## src/rtl/gradient_port_arbiter_pkg.sv

```systemverilog
// Shared types and the round-robin pick helper used by the gradient BRAM port arbiters.
package sift_arb_pkg;

  localparam int ARB_MAX_REQ = 4;
  localparam int ARB_PTR_W   = 2;

  typedef enum logic {
    ARB_IDLE   = 1'b0,
    ARB_LOCKED = 1'b1
  } arb_state_t;

  // Id field is sized for the largest supported requester count; unused bits stay zero.
  typedef struct packed {
    logic                   valid;
    logic [ARB_MAX_REQ-1:0] id;
  } resp_tag_t;

  function automatic logic [ARB_MAX_REQ-1:0] rr_pick(
    input logic [ARB_MAX_REQ-1:0] req,
    input logic [ARB_PTR_W-1:0]   ptr,
    input logic [2:0]             num
  );
    logic [ARB_MAX_REQ-1:0] grant;
    logic [2:0]             idx;
    logic                   found;
    grant = '0;
    found = 1'b0;
    for (int k = 0; k < ARB_MAX_REQ; k++) begin
      idx = {1'b0, ptr} + 3'(k);
      if (idx >= num) idx = idx - num;
      if ((3'(k) < num) && !found && req[idx[1:0]]) begin
        grant[idx[1:0]] = 1'b1;
        found           = 1'b1;
      end
    end
    return grant;
  endfunction

endpackage

```

## src/rtl/gradient_port_arbiter_if.sv

```systemverilog
// Requester-side handshake plus BRAM read port of one gradient BRAM arbiter.
interface gradient_port_arbiter_if #(
  parameter int NUM_REQ    = 2,
  parameter int ADDR_WIDTH = 12,
  parameter int DATA_WIDTH = 8
);
  logic [NUM_REQ-1:0]            req_valid;
  logic [NUM_REQ*ADDR_WIDTH-1:0] req_addr;
  logic [NUM_REQ-1:0]            req_lock;
  logic [NUM_REQ-1:0]            req_ready;
  logic [NUM_REQ-1:0]            resp_valid;
  logic [DATA_WIDTH-1:0]         resp_data;
  logic [ADDR_WIDTH-1:0]         bram_addr;
  logic                          bram_en;
  logic [DATA_WIDTH-1:0]         bram_dout;
  logic                          busy;

  modport master (
    output req_valid, req_addr, req_lock, bram_dout,
    input  req_ready, resp_valid, resp_data, bram_addr, bram_en, busy
  );

  modport slave (
    input  req_valid, req_addr, req_lock, bram_dout,
    output req_ready, resp_valid, resp_data, bram_addr, bram_en, busy
  );
endinterface

```

## src/rtl/gradient_port_arbiter_read_tag_pipe.sv

```systemverilog
// Fixed-latency shift register carrying {valid, requester id} alongside a BRAM read.
module read_tag_pipe
  import sift_arb_pkg::*;
#(
  parameter int DEPTH = 3
) (
  input  logic      clk,
  input  logic      rst_in,
  input  resp_tag_t tag_i,
  output resp_tag_t tag_o,
  output logic      busy_o
);

  resp_tag_t stage_q [DEPTH];

  // Shift tags one stage per clock; reset drops everything in flight.
  always_ff @(posedge clk or posedge rst_in) begin
    if (rst_in) begin
      for (int i = 0; i < DEPTH; i++) stage_q[i] <= '0;
    end else begin
      stage_q[0] <= tag_i;
      for (int i = 1; i < DEPTH; i++) stage_q[i] <= stage_q[i-1];
    end
  end

  always_comb begin
    busy_o = 1'b0;
    for (int i = 0; i < DEPTH; i++) busy_o = busy_o | stage_q[i].valid;
  end

  assign tag_o = stage_q[DEPTH-1];

endmodule

```

## src/rtl/gradient_port_arbiter.sv

```systemverilog
// Round-robin read-port arbiter with burst lock in front of one gradient BRAM;
// a tag pipeline routes each read result back to the requester that issued it.
module gradient_port_arbiter
  import sift_arb_pkg::*;
#(
  parameter int NUM_REQ      = 2,
  parameter int ADDR_WIDTH   = 12,
  parameter int DATA_WIDTH   = 8,
  parameter int READ_LATENCY = 2
) (
  input logic                    clk,
  input logic                    rst_in,
  gradient_port_arbiter_if.slave bus
);

  arb_state_t             state_q, state_d;
  logic [ARB_PTR_W-1:0]   rr_ptr_q, rr_ptr_d, owner_q, owner_d;
  logic [ARB_MAX_REQ-1:0] valid_vec, lock_vec, grant_vec;
  logic [ARB_PTR_W-1:0]   win_idx;
  logic [ADDR_WIDTH-1:0]  win_addr, bram_addr_q;
  logic                   win_lock, accept, bram_en_q, tags_busy;
  resp_tag_t              tag_in, tag_out;

  function automatic logic [ARB_PTR_W-1:0] next_idx(input logic [ARB_PTR_W-1:0] i);
    return (i == ARB_PTR_W'(NUM_REQ - 1)) ? 2'd0 : i + 2'd1;
  endfunction

  // Grant: round-robin search when idle, owner-only while locked; never looks at addresses.
  always_comb begin
    valid_vec                 = '0;
    lock_vec                  = '0;
    grant_vec                 = '0;
    valid_vec[NUM_REQ-1:0]    = bus.req_valid;
    lock_vec[NUM_REQ-1:0]     = bus.req_lock;
    if (state_q == ARB_IDLE) begin
      grant_vec = rr_pick(valid_vec, rr_ptr_q, 3'(NUM_REQ));
    end else begin
      grant_vec[owner_q] = valid_vec[owner_q];
    end
  end

  always_comb begin
    win_idx  = '0;
    win_addr = '0;
    for (int i = 0; i < NUM_REQ; i++) begin
      win_idx  = win_idx | (grant_vec[i] ? ARB_PTR_W'(i) : 2'd0);
      win_addr = win_addr | ({ADDR_WIDTH{grant_vec[i]}} & bus.req_addr[i*ADDR_WIDTH +: ADDR_WIDTH]);
    end
  end

  assign accept   = |grant_vec;
  assign win_lock = |(grant_vec & lock_vec);

  // Lock state machine; the pointer only advances on unlocked beats or when a lock ends.
  always_comb begin
    state_d  = state_q;
    rr_ptr_d = rr_ptr_q;
    owner_d  = owner_q;
    case (state_q)
      ARB_IDLE: begin
        if (accept && win_lock) begin
          state_d = ARB_LOCKED;
          owner_d = win_idx;
        end else if (accept) begin
          rr_ptr_d = next_idx(win_idx);
        end else begin
          rr_ptr_d = rr_ptr_q;
        end
      end
      ARB_LOCKED: begin
        if ((accept && !win_lock) || (!valid_vec[owner_q] && !lock_vec[owner_q])) begin
          state_d  = ARB_IDLE;
          rr_ptr_d = next_idx(owner_q);
        end else begin
          state_d = ARB_LOCKED;
        end
      end
      default: begin
        state_d = ARB_IDLE;
      end
    endcase
  end

  always_ff @(posedge clk or posedge rst_in) begin
    if (rst_in) begin
      state_q     <= ARB_IDLE;
      rr_ptr_q    <= '0;
      owner_q     <= '0;
      bram_en_q   <= 1'b0;
      bram_addr_q <= '0;
    end else begin
      state_q   <= state_d;
      rr_ptr_q  <= rr_ptr_d;
      owner_q   <= owner_d;
      bram_en_q <= accept;
      if (accept) bram_addr_q <= win_addr;
    end
  end

  assign tag_in = {accept, grant_vec};

  read_tag_pipe #(
    .DEPTH(READ_LATENCY + 1)
  ) u_tag_pipe (
    .clk    (clk),
    .rst_in (rst_in),
    .tag_i  (tag_in),
    .tag_o  (tag_out),
    .busy_o (tags_busy)
  );

  assign bus.req_ready  = grant_vec[NUM_REQ-1:0];
  assign bus.resp_valid = tag_out.valid ? tag_out.id[NUM_REQ-1:0] : '0;
  assign bus.resp_data  = bus.bram_dout;
  assign bus.bram_en    = bram_en_q;
  assign bus.bram_addr  = bram_addr_q;
  assign bus.busy       = (state_q == ARB_LOCKED) | tags_busy;

endmodule

```

## src/flat_wrapper.sv

```systemverilog
// flat-port wrapper written by rule: the top's interface ports become plain ports
module gradient_port_arbiter_flat import sift_arb_pkg::*;
#(
  parameter int NUM_REQ      = 2,
  parameter int ADDR_WIDTH   = 12,
  parameter int DATA_WIDTH   = 8,
  parameter int READ_LATENCY = 2
)
  (clk, rst_in, bus_req_valid, bus_req_addr, bus_req_lock, bus_bram_dout, bus_req_ready, bus_resp_valid, bus_resp_data, bus_bram_addr, bus_bram_en, bus_busy);
  gradient_port_arbiter_if #(.NUM_REQ(NUM_REQ), .ADDR_WIDTH(ADDR_WIDTH), .DATA_WIDTH(DATA_WIDTH)) bus_i ();
  input logic clk;
  input logic rst_in;
  input wire logic [$bits(bus_i.req_valid)-1:0] bus_req_valid;
  input wire logic [$bits(bus_i.req_addr)-1:0] bus_req_addr;
  input wire logic [$bits(bus_i.req_lock)-1:0] bus_req_lock;
  input wire logic [$bits(bus_i.bram_dout)-1:0] bus_bram_dout;
  output wire logic [$bits(bus_i.req_ready)-1:0] bus_req_ready;
  output wire logic [$bits(bus_i.resp_valid)-1:0] bus_resp_valid;
  output wire logic [$bits(bus_i.resp_data)-1:0] bus_resp_data;
  output wire logic [$bits(bus_i.bram_addr)-1:0] bus_bram_addr;
  output wire logic [$bits(bus_i.bram_en)-1:0] bus_bram_en;
  output wire logic [$bits(bus_i.busy)-1:0] bus_busy;
  assign bus_i.req_valid = bus_req_valid;
  assign bus_i.req_addr = bus_req_addr;
  assign bus_i.req_lock = bus_req_lock;
  assign bus_i.bram_dout = bus_bram_dout;
  assign bus_req_ready = bus_i.req_ready;
  assign bus_resp_valid = bus_i.resp_valid;
  assign bus_resp_data = bus_i.resp_data;
  assign bus_bram_addr = bus_i.bram_addr;
  assign bus_bram_en = bus_i.bram_en;
  assign bus_busy = bus_i.busy;
  gradient_port_arbiter #(.NUM_REQ(NUM_REQ), .ADDR_WIDTH(ADDR_WIDTH), .DATA_WIDTH(DATA_WIDTH), .READ_LATENCY(READ_LATENCY)) u_core (.clk(clk), .rst_in(rst_in), .bus(bus_i));
endmodule
```

## config.mk

```make
export PLATFORM = sky130hd
export DESIGN_NAME = gradient_port_arbiter_flat
export DESIGN_NICKNAME = d
export VERILOG_FILES = /design/src/rtl/gradient_port_arbiter_pkg.sv /design/src/rtl/gradient_port_arbiter_if.sv /design/src/rtl/gradient_port_arbiter_read_tag_pipe.sv /design/src/rtl/gradient_port_arbiter.sv /design/src/flat_wrapper.sv
export SDC_FILE = /design/constraint.sdc
export NUM_CORES = 1
export LEC_CHECK = 0
export CAP_MARGIN = 20
export CORE_UTILIZATION = 40
export CTS_CLUSTER_SIZE = 12
export DETAILED_ROUTE_END_ITERATION = 8
export DONT_BUFFER_PORTS = 1
export SETUP_SLACK_MARGIN = 0.2
export SLEW_MARGIN = 30
export SYNTH_ARGS = -nofsm -noshare
export SYNTH_HDL_FRONTEND = slang
export SYNTH_SLANG_ARGS = --single-unit
```

## constraint.sdc

```tcl
create_clock -name clk -period 2.55 [get_ports clk]
set_clock_uncertainty 0.15 [all_clocks]
set_input_delay 0 -clock clk [delete_from_list [all_inputs] [get_ports clk]]
set_output_delay 0 -clock clk [all_outputs]
set_load 0.02 [all_outputs]
```

Word level (Yosys, flattened, before mapping)
Index checks and enable logic that the tools add are counted.
- order comparisons: 8
- div/mod/pow operators: 0
- shift-type cells: 0
- $add $sub $neg: 5
- bitwise gates (word level): 10
- mux-type cells: 35
- $mul: 0
- equal/unequal tests: 5
- reduce and logical (&&, ||, !) cells: 16
- operators with widths (operator ; number):
    12-bit bitwise AND ; 2
    2-bit two-way mux ; 10
    4-bit two-way mux ; 4
    1-bit two-way mux ; 12
    12-bit OR ; 1
    2-bit by 3-bit less-than comparator with 1-bit output, second input constant ; 3
    1-bit binary-select mux with 2-bit select ; 4
    4-bit OR reduction ; 2
    1-bit logical AND ; 7
    1-bit demux with 2-bit select ; 3
    2-bit by 1-bit greater-or-equal comparator with 1-bit output, second input constant ; 3
    2-bit by 1-bit adder with 2-bit output, second input constant ; 2
    4-bit by 2-bit bitwise AND with 4-bit output ; 1
    4-bit bitwise AND ; 1
    2-bit by 1-bit == test with 1-bit output, second input constant ; 2
    1-bit logical NOT ; 4
    2-bit inequality test, second input constant ; 2
    4-bit OR ; 1
    2-bit case mux with 2 select lines ; 1
    2-bit subtractor, second input constant ; 2
    2-bit by 1-bit adder with 3-bit output, second input constant ; 1
    3-bit by 2-bit greater-or-equal comparator with 1-bit output, second input constant ; 1
    1-bit OR ; 3
    3-bit AND reduction ; 1
    other kinds (6) ; 6
- bits in latches: 0
- output and inout port bits: 26
- bits in writable memories: 0
- logic and storage cells: 89
- flip-flop bits (word level): 26
- ROM bits: 0
- memories kept: 0

Depth between registers and ports, before layout
Gate-level depths: netlist of the first run.
- depth after elaboration: 19
- mapped depth: 7
- gate-level depth less buffers: 4

Cells and area by module
A second synthesis of the first run with hierarchy kept.
- cells, all modules: 107
- area, all modules: 1307.5 um^2
- modules (own cells, without submodules) (module ; times used ; area an instance (um^2) ; cells an instance):
    gradient_port_arbiter ; 1 ; 884.6 ; 85
    read_tag_pipe ; 1 ; 422.9 ; 22

Worst setup path after synthesis of the first run
Ideal clock, no wire load.
- kind: reg2reg
- from: register u_core.state_q
- to: register u_core.bram_addr_q[0], in the netlist u_core.bus.bram_addr[0]
- setup time: 0.127 ns
- cell stages (with the launch flop): 8
- arrival: 1.579 ns
- clock period less this slack: 1.857 ns
- data required time: 2.273 ns
- path slack: 0.693 ns
- cells stage by stage: dfrtp_1 > buf_6 > or3b_1 > and3_1 > buf_6 > buf_6 > a222oi_1 > inv_1
- longest elaborated chain between the ends: 3
- elaborated cells between the ends (all ways): 5
- those cells by class: mux: 1; bitwise: 3; reduce/logical: 1
- RTL lines (item ; RTL line ; RTL):
    start: declaration ; gradient_port_arbiter.sv:16 ; arb_state_t state_q, state_d;
    start signal: assignment ; gradient_port_arbiter.sv:92 ; state_q <= state_d;
    4-bit two-way mux * ; gradient_port_arbiter.sv:35 ; if (state_q == ARB_IDLE) begin
    via bus_req_ready[1] ; flat_wrapper.sv:17 ; output wire logic [$bits(bus_i.req_ready)-1:0] bus_req_ready;
    12-bit bitwise AND ; gradient_port_arbiter.sv:47 ; win_addr = win_addr | ({ADDR_WIDTH{grant_vec[i]}} & bus.req_addr[i*ADDR_WIDTH +: ADDR_WIDTH]);
    12-bit OR ; gradient_port_arbiter.sv:47 ;
    end signal: assignment ; gradient_port_arbiter.sv:96 ; if (accept) bram_addr_q <= win_addr;
    end: declaration ; gradient_port_arbiter.sv:20 ; logic [ADDR_WIDTH-1:0] win_addr, bram_addr_q;
The timed path passes the listed nets; every way through them passes the cells marked *.
A chain may end at the register's enable or synchronous reset.

Worst setup path after layout of the first run
- from: register u_core.owner_q[0]
- to: register u_core.state_q
- longest elaborated chain between the ends: 13
- elaborated cells between the ends (all ways): 24
- those cells by class: order compare: 2; mux: 10; bitwise: 2; reduce/logical: 10
- RTL lines (item ; RTL line ; RTL):
    start: declaration ; gradient_port_arbiter.sv:17 ; logic [ARB_PTR_W-1:0] rr_ptr_q, rr_ptr_d, owner_q, owner_d;
    start signal: assignment ; gradient_port_arbiter.sv:94 ; owner_q <= owner_d;
    2-bit by 3-bit less-than comparator with 1-bit output (not written as such) or 2-bit by 1-bit greater-or-equal comparator with 1-bit output (tied branches) ; gradient_port_arbiter.sv:38 ; grant_vec[owner_q] = valid_vec[owner_q];
    1-bit logical AND (not written as such) ; gradient_port_arbiter.sv:38 ;
    1-bit two-way mux (not written as such) ; gradient_port_arbiter.sv:38 ;
    1-bit demux with 2-bit select ; -- ;
    4-bit bitwise AND (no source line) ; -- ;
    4-bit two-way mux ; gradient_port_arbiter.sv:35 ;
    4-bit by 2-bit bitwise AND with 4-bit output ; gradient_port_arbiter.sv:52 ; assign win_lock = |(grant_vec & lock_vec);
    4-bit OR reduction ; gradient_port_arbiter.sv:52 ;
    1-bit logical NOT ; gradient_port_arbiter.sv:71 ; if ((accept && !win_lock) || (!valid_vec[owner_q] && !lock_vec[owner_q])) begin
    1-bit logical AND ; gradient_port_arbiter.sv:71 ;
    1-bit logical OR ; gradient_port_arbiter.sv:71 ;
    1-bit two-way mux ; gradient_port_arbiter.sv:71 ;
    1-bit case mux with 2 select lines * ; gradient_port_arbiter.sv:59 ; case (state_q)
    via u_core.state_d ; gradient_port_arbiter.sv:16 ;
The timed path passes the listed nets; every way through them passes the cells marked *. The select of a mux whose other input is x is not followed.

==> results of run 1 <==
## cell type report
| cell class | count | area (µm²) |
|---|---|---|
| fill | 198 | 1020 |
| sequential | 24 | 602 |
| timing repair buffer | 41 | 408 |
| multi-input combinational | 38 | 297 |
| inverter | 15 | 56.3 |
| tap | 30 | 37.5 |
| clock inverter | 1 | 30.0 |
| clock buffer | 3 | 22.5 |
## what timing repair did
action | CTS | global route
resized for setup | 0 | 1
hold buffers | 40 | 0
hold endpoints to repair | 47 | 0
setup endpoints to repair | 0 | 1
## sequential cells by signal (all words and copies together) (netlist names)
name,flops
u_core.bus.bram_addr,12
u_core.owner_q,1
u_core.u_tag_pipe.tag_o,3
u_core.rr_ptr_q,1
u_core.state_q,1
u_core.bus.bram_en,1
u_core.u_tag_pipe.stage_q,5
## critical path, cell delays in order, from the launching register on
cell	delay [ps]
dfrtp_2	440
mux2i_1	190
dlygate4sd3_1	570
nand2_1	70
a21boi_1	160
dlygate4sd3_1	560
## worst paths after layout
kind | endpoint | slack, ps | cells after the start
setup / recovery | u_core.state_q | 360 | 5
hold / removal | u_core.u_tag_pipe.tag_o[1] | 30 | 2
setup reg to reg | u_core.state_q | 360 | 5
hold reg to reg | u_core.u_tag_pipe.stage_q[5] | 210 | 0
max in group asynchronous | u_core.owner_q[0] | 1810 | 2
min in group clk | u_core.rr_ptr_q[0] | 40 | 3
## kinds of logic (layout without fill, tap and decap cells)
group / Yosys count / count (layout) / synth area share
and+or+nand+nor: 16 / 16 / 0.0937
buffers and inverters: 28 / 60 / 0.149
AOI/OAI and AO/OA: 19 / 19 / 0.158
DFF: 24 / 24 / 0.569
muxes: 3 / 3 / 0.0297
## metrics by stage
stage,total power [mW],instance area (µm²)
floorplan,1.10,1050
global placement,1.12,998
detailed placement,1.13,998
CTS,1.48,1450
global route,1.58,1450
finish,1.48,1450
## power groups by stage
| stage | Clock [mW] | Sequential [mW] | Combinational [mW] |
|---|---|---|---|
| floorplan | 0 | 0.742 | 0.359 |
| global placement | 0 | 0.789 | 0.329 |
| detailed placement | 0 | 0.791 | 0.344 |
| CTS | 0.273 | 0.786 | 0.420 |
| global route | 0.295 | 0.812 | 0.476 |
| finish | 0.266 | 0.787 | 0.427 |
## placed cells by master (no fill, tap or decap)
master | Yosys | routed
a21boi_1 | 2 | 2
a222oi_1 | 12 | 12
and2_1 | 3 | 3
and3_1 | 2 | 2
and4_1 | 1 | 1
buf_4 | 8 | 1
bufinv_16 | 0 | 1
clkbuf_4 | 0 | 3
clkinv_1 | 0 | 1
dfrtp_1 | 24 | 23
dfrtp_2 | 0 | 1
dlygate4sd3_1 | 0 | 40
inv_1 | 15 | 14
mux2_1 | 1 | 1
mux2i_1 | 2 | 2
nand2_1 | 1 | 1
nand2b_1 | 1 | 1
nand3_1 | 1 | 1
nand3b_1 | 1 | 1
nor2_1 | 2 | 2
nor3_1 | 1 | 1
nor3b_1 | 1 | 1
o21ai_0 | 2 | 2
o22ai_1 | 1 | 1
o31ai_1 | 2 | 2
or3b_1 | 1 | 1
or4_1 | 1 | 1
## routing by layer
metal  track usage  up-vias  routed length [µm]
met3        0.0374        2                 173
met1         0.224      430                 872
li1              -      379                   -
met2         0.308       51                1180
met5             0        -                   0
met4        0.0746        0                   8
==> results.sh, run 1 <==
export IMPL_status="completed"
export IMPL_post_synth_top_count_cell="dfrtp_1"
export IMPL_diodes=0
export IMPL_layout_drive_gt1_share=0.0492
export IMPL_slew_headroom=0.468
export IMPL_clkSinkCount=24
export IMPL_clkTransAtPathRegs_ps=130
export IMPL_fin_hold_ws_ps=26.0
export IMPL_timing_hold_violations_final=0
export IMPL_syn_avg_cell_area_um2=11.7
export IMPL_grt_pass1_wl_um=3680
export IMPL_core_area_mm2=0.00248
export IMPL_cts_root_buffer="clkbuf_4"
export IMPL_vias=862
export IMPL_p_seq_frac=0.531
export IMPL_rsz0062_at_grt="false"
export IMPL_routabilityCongestion=0.821
export IMPL_avgRoutedWirePerCell_um=14.7
export IMPL_synth_edf_count=0
export IMPL_rows=18
export IMPL_synthTopCellsByArea="dfrtp_1, a222oi_1, buf_4"
export IMPL_synthFlopType="dfrtp_1"
export IMPL_yosysWarnings=0
export IMPL_dr_first_iter_drc_count=35
export IMPL_synth_async_reset_ratio=1.00
export IMPL_slew_viol_final=0
export IMPL_cts_buffers=3
export IMPL_grt_use_total=0.183
export IMPL_grt_max_degree=25
export IMPL_die_h_um=53.4
export IMPL_clk_latency_ps=300
export IMPL_start_kind="flip-flop"
export IMPL_power_density_mw_per_mm2=1020
export IMPL_utilization=0.586
export IMPL_portBuffers=0
export IMPL_place_hpwl_um=1310
export IMPL_tightest_slew_ps=792
export IMPL_cp_startpoint="u_core.owner_q[0]"
export IMPL_hold_class="input port to asynchronous set/reset pin"
export IMPL_synth_cell_types=25
export IMPL_worst_slack_ps=360
export IMPL_r2r_start="u_core.owner_q[0]"
export IMPL_fmax_mhz=457
export IMPL_p_switching_mw=0.577
export IMPL_fin_setup_tns_ps=0
export IMPL_fin_crit_ps=2190
export IMPL_ant_nets=0
export IMPL_dp_cells=108
export IMPL_syn_area_mm2=0.00105
export IMPL_clockBufferDepth=2
export IMPL_antenna_found_initial=0
export IMPL_worst_ep_required_time_ps=2650
export IMPL_worstPathMaxFanout=7
export IMPL_crit_type="flip-flop to flip-flop"
export IMPL_p_comb_frac=0.289
export IMPL_worst_ir_drop_vdd_mv=0.710
export IMPL_synth_nets=128
export IMPL_yosysSeqAreaShare=0.569
export IMPL_setup_viol=0
export IMPL_die_x_um=53.4
export IMPL_grt_pass1_vias=876
export IMPL_final_cells=152
export IMPL_end_kind="flip-flop"
export IMPL_p_clk_frac=0.180
export IMPL_dp_slack_ps=508
export IMPL_p_leak_nw=0.663
export IMPL_syn2layout_area_growth_pct=37.7
export IMPL_drt_pre_antenna_iters=6
export IMPL_fin_nets=161
export IMPL_yosysTopAreaCell="dfrtp_1"
export IMPL_maxCapViolations=0
export IMPL_fin_crit_sh=0.859
export IMPL_vias_per_cell=5.67
export IMPL_ys_ff_latch=24
export IMPL_die_area_mm2=0.00285
export IMPL_drc=0
export IMPL_cts_setup_buffers=0
export IMPL_grt_overflow=0
export IMPL_syn_inst=90
export IMPL_wirelength_um=2240
export IMPL_cts_tree="done"
export IMPL_synth_top_cell_area_share=0.569
export IMPL_swShare=0.390
export IMPL_ys_top_cells_by_count="dfrtp_1, inv_1, a222oi_1, buf_4"
export IMPL_pin_count=64
export IMPL_htree_levels=1
export IMPL_start_util=0.426
export IMPL_p_int_mw=0.903
export IMPL_arrival_ps=2290
Note: power is estimated with default switching activity, not from simulation.
==> run 2, diff against run 1 <==
ABC_AREA = 1   (was default)
==> run 2 against run 1 <==
  * The flow now finishes with violations (negative hold slack)
  * Setup slack better by 5.5 ps
  * Fmax grew 0.25%
  * Sequential power is 0.6% lower
  * Core utilization shrank 0.63 points
  * Synthesized cell count increased by 34%
  * Non-clock buffer count fell by 2
  * Critical endpoint is now u_core.bus.bram_addr[10]
==> results.sh, run 2 <==
export IMPL_final_common_cell="dlygate4sd3_1"
export IMPL_core_area_mm2=0.00250
export IMPL_cts_tree="done"
export IMPL_syn_inst=121
export IMPL_drc=0
export IMPL_violations="negative hold slack"
export IMPL_reg2reg_setup_slack_ps=370
export IMPL_htree_levels=1
export IMPL_yosysWarnings=0
export IMPL_arrival_ps=2290
export IMPL_cts_root_buffer="clkbuf_4"
export IMPL_syn_area_mm2=0.00107
export IMPL_dp_cells=139
export IMPL_crit_type="flip-flop to flip-flop"
export IMPL_synthFlopType="dfrtp_1"
export IMPL_cts_setup_buffers=0
export IMPL_reg2reg_to="u_core.bus.bram_addr[10]"
export IMPL_clk_latency_ps=310
export IMPL_fin_hold_ws_ps=-0.150
export IMPL_setup_viol=0
export IMPL_start_util=0.428
export IMPL_worstPathMaxFanout=14
export IMPL_ys_top_cells_by_count="nand2_1, nand3_1, dfrtp_1, buf_4, inv_1"
export IMPL_synthMuxAreaShare=0
export IMPL_rows=18
export IMPL_grt_pass1_wl_um=3880
export IMPL_maxCapViolations=0
export IMPL_rsz0062_at_grt="false"
export IMPL_status="finished, violations left"
export IMPL_grt_pass1_vias=890
export IMPL_final_cell_mix="dlygate4sd3_1, nand2_1, nand3_1"
export IMPL_timing_hold_violations_final=2
export IMPL_synthTopCellsByArea="dfrtp_1, nand3_1, nand2_1"
export IMPL_dr_first_iter_drc_count=13
export IMPL_tightest_slew_ps=480
export IMPL_wirelength_um=2530
export IMPL_p_int_mw=0.880
export IMPL_synth_simple_area_share=0.297
export IMPL_yosysTopAreaCell="dfrtp_1"
export IMPL_synth_top_cell_area_share=0.561
export IMPL_drt_pre_antenna_iters=4
export IMPL_clockBufferDepth=2
export IMPL_cts_buffers=3
export IMPL_vias=975
export IMPL_synth_compound_area_frac=0.0269
export IMPL_synth_top_family_by_area="simple AND/OR/NAND/NOR gates"
export IMPL_layout_drive_gt1_share=0.0789
export IMPL_final_cells=182
export IMPL_yosysSeqAreaShare=0.561
export IMPL_synth_nets=159
export IMPL_synth_async_reset_ratio=1.00
export IMPL_rr_worst_depth=6
export IMPL_synth_edf_count=0
export IMPL_vias_per_cell=5.36
export IMPL_hold_class="input port to asynchronous set/reset pin"
export IMPL_syn2layout_area_growth_pct=35.6
export IMPL_fin_crit_sh=0.857
export IMPL_r2r_start="u_core.state_q"
export IMPL_p_clk_frac=0.130
export IMPL_power_density_mw_per_mm2=1050
export IMPL_synth_cell_types=15
export IMPL_slew_viol_final=0
export IMPL_diodes=0
export IMPL_fin_crit_ps=2180
export IMPL_portBuffers=0
export IMPL_worst_ir_drop_vdd_mv=0.734
export IMPL_die_h_um=53.7
export IMPL_place_hpwl_um=1420
export IMPL_synthAdderAreaFrac=0
export IMPL_largest_reg_flops=12
export IMPL_ant_nets=0
export IMPL_synthXorXnorAreaFrac=0
export IMPL_p_comb_frac=0.354
export IMPL_pin_count=64
export IMPL_start_kind="flip-flop"
export IMPL_fin_nets=191
export IMPL_die_area_mm2=0.00289
export IMPL_worst_ep_required_time_ps=2660
export IMPL_grt_max_degree=25
export IMPL_fin_setup_tns_ps=0
export IMPL_p_seq_frac=0.516
export IMPL_post_synth_top_count_cell="nand2_1"
export IMPL_slew_headroom=0.680
export IMPL_syn_avg_cell_area_um2=8.84
export IMPL_p_leak_nw=0.682
export IMPL_routabilityCongestion=0.836
export IMPL_clkSinkCount=24
export IMPL_clkTransAtPathRegs_ps=130
export IMPL_die_x_um=53.7
export IMPL_grt_use_total=0.192
export IMPL_fmax_mhz=458
export IMPL_end_kind="flip-flop"
export IMPL_swShare=0.420
export IMPL_grt_overflow=0
export IMPL_antenna_found_initial=0
export IMPL_avgRoutedWirePerCell_um=13.9
export IMPL_ys_ff_latch=24
export IMPL_p_switching_mw=0.637
[run 2: metal layers]
metal  share of wire  global-route usage
met4           0.029               0.105
met1            0.39               0.232
met2            0.50               0.309
met5               0                   0
met3           0.081              0.0508
[run 2: cell type report]
class | instances | area (µm²)
clock buffer | 4 | 36.3
inverter | 9 | 38.8
timing repair buffer | 39 | 390
multi-input combinational | 76 | 347
fill | 207 | 1050
tap | 30 | 37.5
sequential | 24 | 601
[run 2: worst max path at each step]
stage	end	start	slack [ps]	depth (start not counted)
final	u_core.bus.bram_addr[10]	u_core.state_q	370	6
after global routing	u_core.bus.bram_addr[1]	u_core.state_q	250	6
after CTS	u_core.bus.bram_addr[11]	u_core.state_q	350	6
after detailed placement	u_core.rr_ptr_q[0]	u_core.state_q	900	7
after global placement	u_core.rr_ptr_q[0]	u_core.state_q	930	7
after floorplan	u_core.bus.bram_addr[0]	u_core.state_q	1210	6
[run 2: logic make-up after synthesis]
| kind of cell | Yosys count |
|---|---|
| and+or+nand+nor | 71 |
| DFF | 24 |
| buffers and inverters | 21 |
| AOI/OAI and AO/OA | 5 |
[run 2: per-stage QoR]
stage	worst slack [ps]	cell area [µm²]	hold WS, ps	power, mW	utilization
floorplan	1210	1070	-135	1.09	-
global placement	933	1020	-150	1.12	0.407
detailed placement	899	1020	-150	1.14	0.407
CTS	347	1450	1.71	1.51	0.578
global route	246	1450	39.6	1.62	0.580
finish	366	1450	-0.150	1.52	0.580
[run 2: critical path, cell delays in order (launching register included)]
cell,delay (ps)
dfrtp_1,470
a21oi_1,280
nand2_2,260
inv_4,250
nand2_1,90
nand3_1,90
dlygate4sd3_1,550
[run 2: power by group through the flow]
stage | sequential, mW | combinational [mW] | clock (mW)
2_1_floorplan | 0.758 | 0.330 | 0
3_3_place_gp | 0.788 | 0.336 | 0
3_5_place_dp | 0.792 | 0.343 | 0
4_1_cts | 0.783 | 0.521 | 0.202
5_1_grt | 0.807 | 0.601 | 0.213
6_report | 0.782 | 0.537 | 0.197
[run 2: timing repair]
action,in CTS,in global routing
setup endpoints to repair,0,11
hold endpoints to repair,48,0
resized for setup,0,4
hold buffers,39,0
==> run 3, diff against run 2 <==
CORE_UTILIZATION = 60   (was 40)
PLACE_DENSITY = 0.76   (was default)
==> run 3 against run 2 <==
  * The run ends with design-rule violations left
  * Core utilization is 35 points higher
  * First-iteration DRC count grew to 3.5 times the previous value
  * Sequential power is 1% higher
  * Critical path depth is 1 higher
  * Power is 9.0% higher
  * Worst hold slack better by 19 ps
  * Combinational power is 8.4% higher
  * Die area is 32% lower
  * Register-to-register slack hardly changed
  * Cell count is 7.1% lower
  * Largest power group unchanged
  * Sequential cell count stayed put
  * Clock-buffer cell count is 1 lower
==> results.sh, run 3 (synthesis gave the netlist of run 2 again) <==
export IMPL_timing_hold_violations_final=0
export IMPL_fin_hold_ws_ps=18.6
export IMPL_clk_latency_ps=320
export IMPL_largest_reg_flops=12
export IMPL_cts_tree="done"
export IMPL_routabilityCongestion=0.793
export IMPL_fin_crit_sh=0.862
export IMPL_final_cell_mix="dlygate4sd3_1, nand2_1, nand3_1"
export IMPL_portBuffers=0
export IMPL_busiest_layer="met2"
export IMPL_p_comb_frac=0.352
export IMPL_dr_first_iter_drc_count=45
export IMPL_crit_chain="inv_2 -> nand3b_1 -> nand2_2 -> inv_4 -> nand2_1 -> nand3_1 -> dlygate4sd3_1"
export IMPL_vias=1028
export IMPL_worst_ir_drop_vdd_mv=0.741
export IMPL_rsz0062_at_grt="false"
export IMPL_final_common_cell="dlygate4sd3_1"
export IMPL_grtUsageMet3=0.114
export IMPL_slew_headroom=0.450
export IMPL_use_met2=0.597
export IMPL_status="finished, violations left"
export IMPL_die_area_mm2=0.00196
export IMPL_maxCapViolations=0
export IMPL_fin_crit_ps=2200
export IMPL_antenna_found_initial=0
export IMPL_cts_setup_buffers=0
export IMPL_worst_slack_ps=352
export IMPL_tightest_slew_ps=820
export IMPL_grt_overflow=0
export IMPL_violations="design-rule violations"
export IMPL_fmax_mhz=455
export IMPL_hold_class="input port to asynchronous set/reset pin"
export IMPL_cp_slowest_cell="dlygate4sd3_1"
export IMPL_vias_per_cell=6.08
export IMPL_wirelength_um=3110
export IMPL_htree_levels=1
export IMPL_grt_use_total=0.358
export IMPL_crit_type="flip-flop to flip-flop"
export IMPL_worstPathMaxFanout=15
export IMPL_syn2layout_area_growth_pct=36.4
export IMPL_avgRoutedWirePerCell_um=18.4
export IMPL_slew_viol_final=0
export IMPL_die_h_um=44.2
export IMPL_start_kind="flip-flop"
export IMPL_core_area_mm2=0.00158
export IMPL_setup_viol=0
export IMPL_arrival_ps=2260
export IMPL_ant_nets=0
export IMPL_grt_use_met1=0.402
export IMPL_rows=14
export IMPL_fin_nets=192
export IMPL_cts_root_buffer="clkbuf_4"
export IMPL_p_seq_frac=0.480
export IMPL_p_leak_nw=0.688
export IMPL_place_hpwl_um=1340
export IMPL_dp_slack_ps=932
export IMPL_drt_pre_antenna_iters=6
export IMPL_end_kind="flip-flop"
export IMPL_cts_buffers=3
export IMPL_fin_setup_tns_ps=0
export IMPL_pin_count=64
export IMPL_p_switching_mw=0.698
export IMPL_drc=3
export IMPL_grt_pass1_wl_um=4660
export IMPL_layout_drive_gt1_share=0.0719
export IMPL_p_int_mw=0.955
export IMPL_utilization=0.925
export IMPL_clkSinkCount=24
export IMPL_p_clk_frac=0.168
export IMPL_slowest_delay_ps=590
export IMPL_worst_ep_required_time_ps=2610
export IMPL_start_util=0.679
export IMPL_clkTransAtPathRegs_ps=140
export IMPL_grt_max_degree=25
export IMPL_power_density_mw_per_mm2=1130
export IMPL_swShare=0.422
export IMPL_clockBufferDepth=2
export IMPL_die_x_um=44.2
export IMPL_diodes=0
export IMPL_grt_pass1_vias=989
-- run 3: worst max-delay path: cells and delay by family (launching register included) --
family / cells / cell delay (ps)
AND/OR/NAND/NOR: 4 / 600
flip-flops: 1 / 470
buffers and inverters: 3 / 870
-- run 3: timing repair --
item                       4_1_cts  5_1_grt
hold buffers                    40        0
hold endpoints to repair        48        0
setup endpoints to repair        0        5
gates resized for setup          0        4
-- run 3: through the flow --
| stage | std cells | area (µm²) | power [mW] |
|---|---|---|---|
| after CTS | 169 | 1450 | 1.58 |
| after floorplan | 121 | 1070 | 1.09 |
| after detailed placement | 125 | 1000 | 1.13 |
| final | 169 | 1460 | 1.65 |
| after global placement | 125 | 1000 | 1.12 |
| after global routing | 169 | 1460 | 1.73 |
-- run 3: worst paths after layout --
kind / from / to / slack, ps / cells after the start
max: u_core.state_q / u_core.bus.bram_addr[11] / 350 / 7
min: rst_in / u_core.bus.bram_addr[6] / 20 / 2
min in group clk: bus_req_addr[15] / u_core.bus.bram_addr[3] / 210 / 3
max reg2reg: u_core.state_q / u_core.bus.bram_addr[11] / 350 / 7
min reg2reg: u_core.u_tag_pipe.stage_q[5] / u_core.u_tag_pipe.tag_o[0] / 210 / 0
max in group asynchronous: rst_in / u_core.bus.bram_addr[1] / 1850 / 2
-- run 3: cell type report --
cell class | count | area, µm²
clock buffer | 3 | 22.5
clock inverter | 1 | 30.0
fill | 53 | 118
inverter | 9 | 38.8
multi-input combinational | 76 | 347
sequential | 24 | 601
tap | 16 | 20.0
timing repair buffer | 40 | 400
-- run 3: layer usage --
layer  vias up  part of all wire
met5         -                 0
met2       101              0.50
li1        449                 -
met4         0             0.028
met3        12              0.12
met1       466              0.34
-- run 3: power groups by stage --
stage	combinational (mW)	clock, mW	sequential [mW]
floorplan	0.330	0	0.758
global placement	0.333	0	0.785
detailed placement	0.340	0	0.793
CTS	0.522	0.271	0.784
global route	0.629	0.289	0.808
finish	0.582	0.278	0.793
